===== src/rtl/unique0_rr_arbiter_pkg.sv =====
// Shared types and helpers for the unique0 round-robin arbiter.
// Grant state encoding plus index-width and one-hot helpers.
package unique0_pkg;

    typedef enum logic {
        IDLE  = 1'b0,
        GRANT = 1'b1
    } state_t;

    function automatic int idx_w(input int n);
        return (n > 1) ? $clog2(n) : 1;
    endfunction

    function automatic logic [31:0] onehot(input int idx, input int n);
        logic [31:0] v;
        v = '0;
        if (idx >= 0 && idx < n && idx < 32)
            v = 32'd1 << idx;
        return v;
    endfunction

endpackage


===== src/rtl/unique0_rr_arbiter_rr_pick.sv =====
// Combinational circular priority pick starting at ptr.
// The lowest set bit of the rotated vector is isolated, so the decode is unique0.
module rr_pick
    import unique0_pkg::*;
#(
    parameter int N     = 4,
    parameter int IDX_W = idx_w(N)
) (
    input  logic [N-1:0]     req,
    input  logic [IDX_W-1:0] ptr,
    input  logic [N-1:0]     mask,
    output logic             found,
    output logic [IDX_W-1:0] idx
);

    localparam int SW = IDX_W + 1;
    localparam logic [SW-1:0] NV = SW'(N);

    logic [N-1:0]     w_masked;
    logic [2*N-1:0]   w_dbl;
    logic [N-1:0]     w_rot;
    logic [N-1:0]     w_lsb;
    logic [31:0]      w_lsb32;
    logic [IDX_W-1:0] w_k;
    logic [SW-1:0]    w_sum;

    assign w_masked = req & ~mask;
    assign w_dbl    = {w_masked, w_masked};
    assign w_rot    = N'(w_dbl >> ptr);
    assign w_lsb    = w_rot & (~w_rot + N'(1));
    assign w_lsb32  = 32'(w_lsb);
    assign found    = |w_rot;

    // Offset of the winning bit relative to ptr.
    always_comb begin
        w_k = '0;
        unique0 case (1'b1)
            w_lsb32[0]:  w_k = IDX_W'(0);
            w_lsb32[1]:  w_k = IDX_W'(1);
            w_lsb32[2]:  w_k = IDX_W'(2);
            w_lsb32[3]:  w_k = IDX_W'(3);
            w_lsb32[4]:  w_k = IDX_W'(4);
            w_lsb32[5]:  w_k = IDX_W'(5);
            w_lsb32[6]:  w_k = IDX_W'(6);
            w_lsb32[7]:  w_k = IDX_W'(7);
            w_lsb32[8]:  w_k = IDX_W'(8);
            w_lsb32[9]:  w_k = IDX_W'(9);
            w_lsb32[10]: w_k = IDX_W'(10);
            w_lsb32[11]: w_k = IDX_W'(11);
            w_lsb32[12]: w_k = IDX_W'(12);
            w_lsb32[13]: w_k = IDX_W'(13);
            w_lsb32[14]: w_k = IDX_W'(14);
            w_lsb32[15]: w_k = IDX_W'(15);
            w_lsb32[16]: w_k = IDX_W'(16);
            w_lsb32[17]: w_k = IDX_W'(17);
            w_lsb32[18]: w_k = IDX_W'(18);
            w_lsb32[19]: w_k = IDX_W'(19);
            w_lsb32[20]: w_k = IDX_W'(20);
            w_lsb32[21]: w_k = IDX_W'(21);
            w_lsb32[22]: w_k = IDX_W'(22);
            w_lsb32[23]: w_k = IDX_W'(23);
            w_lsb32[24]: w_k = IDX_W'(24);
            w_lsb32[25]: w_k = IDX_W'(25);
            w_lsb32[26]: w_k = IDX_W'(26);
            w_lsb32[27]: w_k = IDX_W'(27);
            w_lsb32[28]: w_k = IDX_W'(28);
            w_lsb32[29]: w_k = IDX_W'(29);
            w_lsb32[30]: w_k = IDX_W'(30);
            w_lsb32[31]: w_k = IDX_W'(31);
        endcase
    end

    assign w_sum = {1'b0, ptr} + {1'b0, w_k};
    assign idx   = (w_sum >= NV) ? IDX_W'(w_sum - NV) : IDX_W'(w_sum);

endmodule


===== src/rtl/unique0_rr_arbiter.sv =====
// Round-robin arbiter with registered zero-or-one-hot grant.
// Grants hold until done, request drop, or MAX_HOLD timeout.
module unique0_rr_arbiter
    import unique0_pkg::*;
#(
    parameter int  N        = 4,
    parameter int  MAX_HOLD = 16,
    localparam int IDX_W    = idx_w(N)
) (
    input  logic             clk,
    input  logic             rst_n,
    input  logic [N-1:0]     req,
    input  logic             done,
    output logic [N-1:0]     gnt,
    output logic [IDX_W-1:0] gnt_idx,
    output logic             gnt_valid,
    output logic             timeout
);

    localparam int HW = $clog2(MAX_HOLD + 1);
    localparam logic [HW-1:0]    HOLD_MAX = HW'(MAX_HOLD);
    localparam logic [IDX_W-1:0] IDX_LAST = IDX_W'(N - 1);

    state_t           r_state, w_state_n;
    logic [N-1:0]     r_gnt, w_gnt_n;
    logic [IDX_W-1:0] r_idx, w_idx_n;
    logic [IDX_W-1:0] r_ptr, w_ptr_n;
    logic [HW-1:0]    r_hold, w_hold_n;
    logic             r_valid, w_valid_n;
    logic             r_timeout, w_timeout_n;

    logic             w_hold_max;
    logic             w_own_req;
    logic             w_release;
    logic [IDX_W-1:0] w_ptr_inc;
    logic [IDX_W-1:0] w_pick_ptr;
    logic [N-1:0]     w_mask;
    logic             w_found;
    logic [IDX_W-1:0] w_pick_idx;
    logic [N-1:0]     w_pick_oh;

    assign w_hold_max = (r_hold == HOLD_MAX);
    assign w_own_req  = req[r_idx];
    assign w_release  = (r_state == GRANT) &&
                        (done || !w_own_req || w_hold_max);
    assign w_ptr_inc  = (r_idx == IDX_LAST) ? '0 : r_idx + 1'b1;

    // On release the next pick starts after the owner and skips it once.
    assign w_pick_ptr = (r_state == GRANT) ? w_ptr_inc : r_ptr;
    assign w_mask     = (r_state == GRANT) ?
                        N'(onehot(int'(r_idx), N)) : '0;
    assign w_pick_oh  = N'(onehot(int'(w_pick_idx), N));

    rr_pick #(
        .N     (N),
        .IDX_W (IDX_W)
    ) u_pick (
        .req   (req),
        .ptr   (w_pick_ptr),
        .mask  (w_mask),
        .found (w_found),
        .idx   (w_pick_idx)
    );

    // Next-state, grant and hold-counter logic.
    always_comb begin
        w_state_n   = r_state;
        w_gnt_n     = r_gnt;
        w_idx_n     = r_idx;
        w_valid_n   = r_valid;
        w_ptr_n     = r_ptr;
        w_hold_n    = r_hold;
        w_timeout_n = 1'b0;
        unique case (r_state)
            IDLE: begin
                if (w_found) begin
                    w_state_n = GRANT;
                    w_gnt_n   = w_pick_oh;
                    w_idx_n   = w_pick_idx;
                    w_valid_n = 1'b1;
                    w_hold_n  = HW'(1);
                end
            end
            GRANT: begin
                if (w_release) begin
                    w_ptr_n     = w_ptr_inc;
                    w_timeout_n = w_hold_max & ~done & w_own_req;
                    if (w_found) begin
                        w_gnt_n  = w_pick_oh;
                        w_idx_n  = w_pick_idx;
                        w_hold_n = HW'(1);
                    end else begin
                        w_state_n = IDLE;
                        w_gnt_n   = '0;
                        w_idx_n   = '0;
                        w_valid_n = 1'b0;
                        w_hold_n  = '0;
                    end
                end else if (!w_hold_max) begin
                    w_hold_n = r_hold + 1'b1;
                end
            end
        endcase
    end

    // State and output registers, cleared asynchronously.
    always_ff @(posedge clk or negedge rst_n) begin
        if (!rst_n) begin
            r_state   <= IDLE;
            r_gnt     <= '0;
            r_idx     <= '0;
            r_valid   <= 1'b0;
            r_ptr     <= '0;
            r_hold    <= '0;
            r_timeout <= 1'b0;
        end else begin
            r_state   <= w_state_n;
            r_gnt     <= w_gnt_n;
            r_idx     <= w_idx_n;
            r_valid   <= w_valid_n;
            r_ptr     <= w_ptr_n;
            r_hold    <= w_hold_n;
            r_timeout <= w_timeout_n;
        end
    end

    assign gnt       = r_gnt;
    assign gnt_idx   = r_idx;
    assign gnt_valid = r_valid;
    assign timeout   = r_timeout;

`ifndef SYNTHESIS
    a_onehot0 : assert property (@(posedge clk) disable iff (!rst_n)
        $onehot0(r_gnt));
    a_valid : assert property (@(posedge clk) disable iff (!rst_n)
        r_valid == |r_gnt);
    a_idx : assert property (@(posedge clk) disable iff (!rst_n)
        r_valid |-> r_gnt[r_idx]);
    a_timeout : assert property (@(posedge clk) disable iff (!rst_n)
        r_timeout |-> $past(r_valid));
`endif

endmodule


===== config.mk =====
export PLATFORM = sky130hd
export DESIGN_NAME = unique0_rr_arbiter
export DESIGN_NICKNAME = d
export VERILOG_FILES = /design/src/rtl/unique0_rr_arbiter_pkg.sv /design/src/rtl/unique0_rr_arbiter_rr_pick.sv /design/src/rtl/unique0_rr_arbiter.sv
export SDC_FILE = /design/constraint.sdc
export NUM_CORES = 1
export LEC_CHECK = 0
export CAP_MARGIN = 10
export CORE_ASPECT_RATIO = 0.7
export CORE_MARGIN = 10
export CORE_UTILIZATION = 36
export CTS_CLUSTER_SIZE = 25
export DETAILED_ROUTE_END_ITERATION = 8
export DONT_BUFFER_PORTS = 1
export HOLD_SLACK_MARGIN = 0.12
export MAX_ROUTING_LAYER = met4
export PLACE_DENSITY_LB_ADDON = 0.15
export SLEW_MARGIN = 40
export SYNTH_ARGS = -nofsm -noshare
export SYNTH_HDL_FRONTEND = slang
export SYNTH_SLANG_ARGS = --single-unit

===== constraint.sdc =====
create_clock -name clk -period 5.8 [get_ports clk]
set_clock_uncertainty 0.05 [all_clocks]
set_input_delay 1.74 -clock clk [delete_from_list [all_inputs] [get_ports clk]]
set_output_delay 1.74 -clock clk [all_outputs]
set_load 0.05 [all_outputs]

==> results of run 1 <==
-- power groups by stage --
stage / Clock (µW) / Sequential, µW / Combinational, µW
global placement: 0 / 272 / 500
floorplan: 0 / 250 / 425
finish: 82.7 / 269 / 510
detailed placement: 0 / 274 / 504
global route: 93.0 / 279 / 577
CTS: 86.0 / 271 / 508
-- state kept, by name, indices dropped and copies added, names as in the netlist --
| register | count |
|---|---|
| gnt_valid | 1 |
| r_hold | 5 |
| timeout | 1 |
| gnt_idx | 2 |
| r_state | 1 |
| gnt | 4 |
| r_ptr | 2 |
-- final timing paths --
kind	startpoint	endpoint	depth (start not counted)
max in group asynchronous	rst_n	gnt[1]	0
min	r_hold[4]	r_hold[4]	1
max reg2reg	gnt_idx[0]	gnt[3]	12
max	req[2]	gnt[3]	10
min in group asynchronous	rst_n	r_hold[4]	0
min reg2reg	r_hold[4]	r_hold[4]	1
-- cell usage after synthesis (all sizes together) (5+ instances only) --
cell type	instances	share of area [%]
dfrtp	16	32
nand2	14	4.2
o21ai	14	5.7
nand3	10	4.0
ha	8	8.1
inv	8	2.4
nor2	7	2.1
nor2b	6	3.0
a2111oi	5	3.6
a21oi	5	2.0
-- routing by layer --
metal | global-route usage, % | share of wire (%)
met1 | 12.6 | 50
met3 | 4.42 | 8.7
met4 | 1.57 | 0.67
met5 | - | 0
met2 | 12.7 | 40
-- layout make-up --
cell class	count	area, µm²
fill	339	1910
tap	47	58.8
sequential	16	400
multi-input combinational	112	797
clock buffer	3	41.3
inverter	8	30.0
-- kinds of logic (layout without fill, tap and decap cells) --
kind of cell	Yosys count	count (layout)	share of synthesized area (%)
simple gates	49	49	20.6
compound gates	48	48	27.6
flops	16	16	32.3
buf+inv	12	11	4.34
fa+ha+maj	8	8	8.08
mux	5	5	5.66
xor+xnor	2	2	1.41
-- through the flow --
stage               utilization (%)  worst slack, ps  hold WS (ps)  cells
finish                         41.1             1990           445    186
CTS                            40.8             2070           445    186
floorplan                         -             2180           400    140
detailed placement             39.6             1780           439    183
global route                   41.1             1760           483    186
global placement               39.4             1860           438    183
==> impl_metrics.env, run 1 <==
export IMPL_design_area_um2=1330
export IMPL_crit_arrival_ps=3940
export IMPL_n_antenna_cell=0
export IMPL_drive_gt1_share_pct=10.8
export IMPL_netlist_area_um2=1240
export IMPL_pwr_share_comb_pct=59.1
export IMPL_cts_tree="done"
export IMPL_timing_setup_tns_ps=0
export IMPL_wl_um=2850
export IMPL_postCtsSetupRepairBufs=0
export IMPL_path_clk_slew_ps=60
export IMPL_grt_overflow=0
export IMPL_drv_cap=0
export IMPL_cts_buffer_depth=2
export IMPL_end_kind="flop"
export IMPL_status="completed"
export IMPL_ir_worst_vdd_mv=0.249
export IMPL_worst_path_buf_inv=0
export IMPL_crit_family="compound AO/OA/AOI/OAI gates"
export IMPL_ctsHtreeMaxLevel=1
export IMPL_post_dp_hpwl_um=2250
export IMPL_p_per_area_nw_per_um2=649
export IMPL_crit_path_start_kind="input pin"
export IMPL_placed_area_um2=1280
export IMPL_hold_class="flop to flop"
export IMPL_synth_ff_type="dfrtp_1"
export IMPL_p_leak_uw=0.000562
export IMPL_start_util_pct=38.3
export IMPL_switching_share_pct=51.2
export IMPL_row_count=17
export IMPL_antenna_found_initial=0
export IMPL_numCtsBuffers=3
export IMPL_ys_seq_elements=16
export IMPL_initialDrtViolationCount=59
export IMPL_dieArea_um2=6220
export IMPL_finalNetCount=156
export IMPL_synth_edf_count=0
export IMPL_final_common_cell="dfrtp_1"
export IMPL_power_switching_uw=441
export IMPL_fin_crit_ps=3810
export IMPL_p_clk_share_pct=9.6
export IMPL_portBuffers=0
export IMPL_cp_cell_sequence="a21boi_0 -> o21ai_0 -> o21ai_0 -> a211oi_1 -> a31oi_1 -> ha_1 -> xnor2_1 -> a2111oi_0 -> o21ai_0 -> nand3_1"
export IMPL_cp_required_ps=5940
export IMPL_path_max_fanout=5
export IMPL_max_slew_worst_pin_slew_ps=727
export IMPL_internal_power_uw=420
export IMPL_grt_max_degree=18
export IMPL_synthArstFlopShare_pct=100
export IMPL_slew_headroom_pct=51.5
export IMPL_synth_avg_cell_area_um2=8.85
export IMPL_root_buffer="clkbuf_8"
export IMPL_viasPerCell=5.64
export IMPL_syn_num_nets=155
export IMPL_design_core_area_um2=3230
export IMPL_rrSetupSlack_ps=2150
export IMPL_wl_per_cell_um=15.3
export IMPL_insertion_delay_ps=250
export IMPL_post_cts_resized=0
export IMPL_fmax_mhz=263
export IMPL_grt_first_pass_wirelength_um=4840
export IMPL_grt_pass1_vias=952
export IMPL_crit_path_top_delay_cell="a2111oi_0"
export IMPL_pin_count=15
export IMPL_critical_path_max_stage_delay_ps=610
export IMPL_cts_sinks=16
export IMPL_ys_warnings_count=0
export IMPL_drc=0
export IMPL_grt_use_total_pct=9.46
export IMPL_routabilityCongestion=0.799
export IMPL_area_growth_pct=7.17
export IMPL_setup_worst_path_class="input pin to flop"
export IMPL_rsz0062_at_grt="no"
export IMPL_ant_nets=0
export IMPL_vias=1049
export IMPL_crit_top_cell="o21ai_0"
export IMPL_die_w_um=90.1
export IMPL_p_seq_share_pct=31.3
export IMPL_period_share_pct=65.6
export IMPL_final_cell_mix="dfrtp_1 (16), nand2_1 (14), o21ai_0 (11)"
export IMPL_hold_buffers=0
export IMPL_drtPass1Iterations=4
export IMPL_fin_total_pwr_uw=862
export IMPL_syn_inst=140
export IMPL_setup_violations=0
export IMPL_fp_dieH_um=69.1
export IMPL_hold_viol=0
export IMPL_synth_cell_type_count=42
export IMPL_drv_slew=0
export IMPL_yosysSeqAreaShare_pct=32.3
Power figures use the tool's default switching activity.
==> run 2, diff against run 1 <==
==> constraint.sdc (replaced) <==
create_clock -name clk -period 3.81 [get_ports clk]
set_clock_uncertainty 0.05 [all_clocks]
set_input_delay 1.143 -clock clk [delete_from_list [all_inputs] [get_ports clk]]
set_output_delay 1.143 -clock clk [all_outputs]
set_load 0.05 [all_outputs]
==> run 2 against run 1 <==
  * Via count rose by 0.67%
  * Critical path type is now flop to flop
  * Largest power group unchanged
  * Combinational power rose by 70%
  * Final cell count rose by 2.7%
  * Register-to-register slack got worse by 1500 ps
==> impl_metrics.env, run 2 (same netlist as run 1, synthesis figures left out) <==
export IMPL_status="completed"
export IMPL_fmax_mhz=314
export IMPL_ir_worst_vdd_mv=0.511
export IMPL_grt_pass1_vias=979
export IMPL_routabilityCongestion=0.852
export IMPL_p_per_area_nw_per_um2=1010
export IMPL_cts_buffer_depth=2
export IMPL_reg2reg_from="gnt_idx[1]"
export IMPL_path_clk_slew_ps=60
export IMPL_path_max_fanout=10
export IMPL_cts_tree="done"
export IMPL_placed_area_um2=1300
export IMPL_die_w_um=90.1
export IMPL_largest_reg_flops=5
export IMPL_grt_first_pass_wirelength_um=4850
export IMPL_wl_um=2920
export IMPL_hold_class="flop to flop"
export IMPL_rsz0062_at_grt="no"
export IMPL_dp_slack_ps=472
export IMPL_ctsHtreeMaxLevel=1
export IMPL_crit_arrival_ps=3320
export IMPL_max_slew_worst_pin_slew_ps=601
export IMPL_antenna_found_initial=0
export IMPL_design_core_area_um2=3230
export IMPL_timing_setup_tns_ps=0
export IMPL_top_register="r_hold"
export IMPL_drv_slew=0
export IMPL_hold_buffers=0
export IMPL_final_cell_mix="dfrtp_1 (16), nand2_1 (14), o21ai_0 (11)"
export IMPL_post_cts_resized=0
export IMPL_hold_viol=0
export IMPL_wl_per_cell_um=15.3
export IMPL_cts_sinks=16
export IMPL_area_growth_pct=9.70
export IMPL_crit_start="gnt_idx[1]"
export IMPL_fill_cells=313
export IMPL_start_util_pct=38.3
export IMPL_fin_crit_ps=3190
export IMPL_ant_nets=0
export IMPL_final_common_cell="dfrtp_1"
export IMPL_final_core_util_pct=42.0
export IMPL_setup_violations=0
export IMPL_row_count=17
export IMPL_dieArea_um2=6220
export IMPL_portBuffers=0
export IMPL_regArea_um2=400
export IMPL_drtPass1Iterations=4
export IMPL_min_from="r_hold[4]"
export IMPL_viasPerCell=5.53
export IMPL_insertion_delay_ps=250
export IMPL_grt_overflow=0
export IMPL_layout_setup_ws_ps=622
export IMPL_p_leak_uw=0.000586
export IMPL_postCtsSetupRepairBufs=0
export IMPL_multi_input_area_um2=785
export IMPL_initialDrtViolationCount=110
export IMPL_slew_headroom_pct=59.1
export IMPL_rrSetupSlack_ps=620
export IMPL_min_path_cells=1
export IMPL_cp_required_ps=3940
export IMPL_end_kind="flop"
export IMPL_setup_worst_path_class="flop to flop"
export IMPL_period_share_pct=83.7
export IMPL_crit_path_start_kind="flop"
export IMPL_n_antenna_cell=0
export IMPL_design_area_um2=1360
export IMPL_post_dp_hpwl_um=2250
export IMPL_finalNetCount=160
export IMPL_fin_total_pwr_uw=1380
export IMPL_grt_use_total_pct=9.46
export IMPL_pin_count=15
export IMPL_root_buffer="clkbuf_8"
export IMPL_vias=1056
export IMPL_drc=0
export IMPL_numCtsBuffers=3
export IMPL_fp_dieH_um=69.1
export IMPL_grt_max_degree=18
export IMPL_reg2regPathDepth=12
export IMPL_drive_gt1_share_pct=12.5
export IMPL_min_to="r_hold[4]"
export IMPL_drv_cap=0
export IMPL_timing_rr_end="gnt[2]"
run 2: cell count changes in the layout (fill, tap and decap cells not counted):
cell / before / now
o41ai_2: 1 / 0
buf_4: 0 / 4
clkbuf_8: 3 / 4
a2111oi_2: 1 / 0
o41ai_1: 0 / 1
a2111oi_1: 0 / 1
run 2: final cells by class:
type / count / area share (%)
clock buffers: 4 / 4.05
inverters: 8 / 2.21
multi-input cells: 112 / 57.7
flip-flops and latches: 16 / 29.5
well taps: 47 / 4.33
repair buffers: 4 / 2.21
run 2: where the power goes:
| group | total [µW] | internal [µW] | switching, µW |
|---|---|---|---|
| Clock | 148 | 91.6 | 56.9 |
| Sequential | 359 | 233 | 126 |
| Combinational | 869 | 357 | 512 |
run 2: worst max-delay path by stage:
| stage | to |
|---|---|
| CTS | gnt[2] |
| global route | gnt[3] |
| finish | gnt[2] |
| detailed placement | gnt[3] |
| floorplan | gnt[2] |
| global placement | gnt[0] |
run 2: metal layers:
layer / up-vias / global-route usage [%] / wire (µm)
li1: 531 / - / -
met1: 488 / 12.8 / 1520
met2: 35 / 12.5 / 1160
met3: 2 / 4.09 / 225
met4: 0 / 2.09 / 12
met5: - / - / 0
run 2: worst max-delay path, cell delays in order (launching register included):
cell and delay [ps]:
dfrtp_1 480, inv_1 100, ha_1 320, mux2i_2 510
o21ai_0 150, o21ai_0 110, a211oi_1 90, a31oi_1 160
ha_1 230, xnor2_1 130, a2111oi_0 530, o21ai_0 170
nand3_1 100
run 2: per-stage QoR:
stage	instances	hold slack, ps
2_1_floorplan	140	400
3_3_place_gp	187	432
3_5_place_dp	187	434
4_1_cts	191	440
5_1_grt	191	497
6_report	191	443
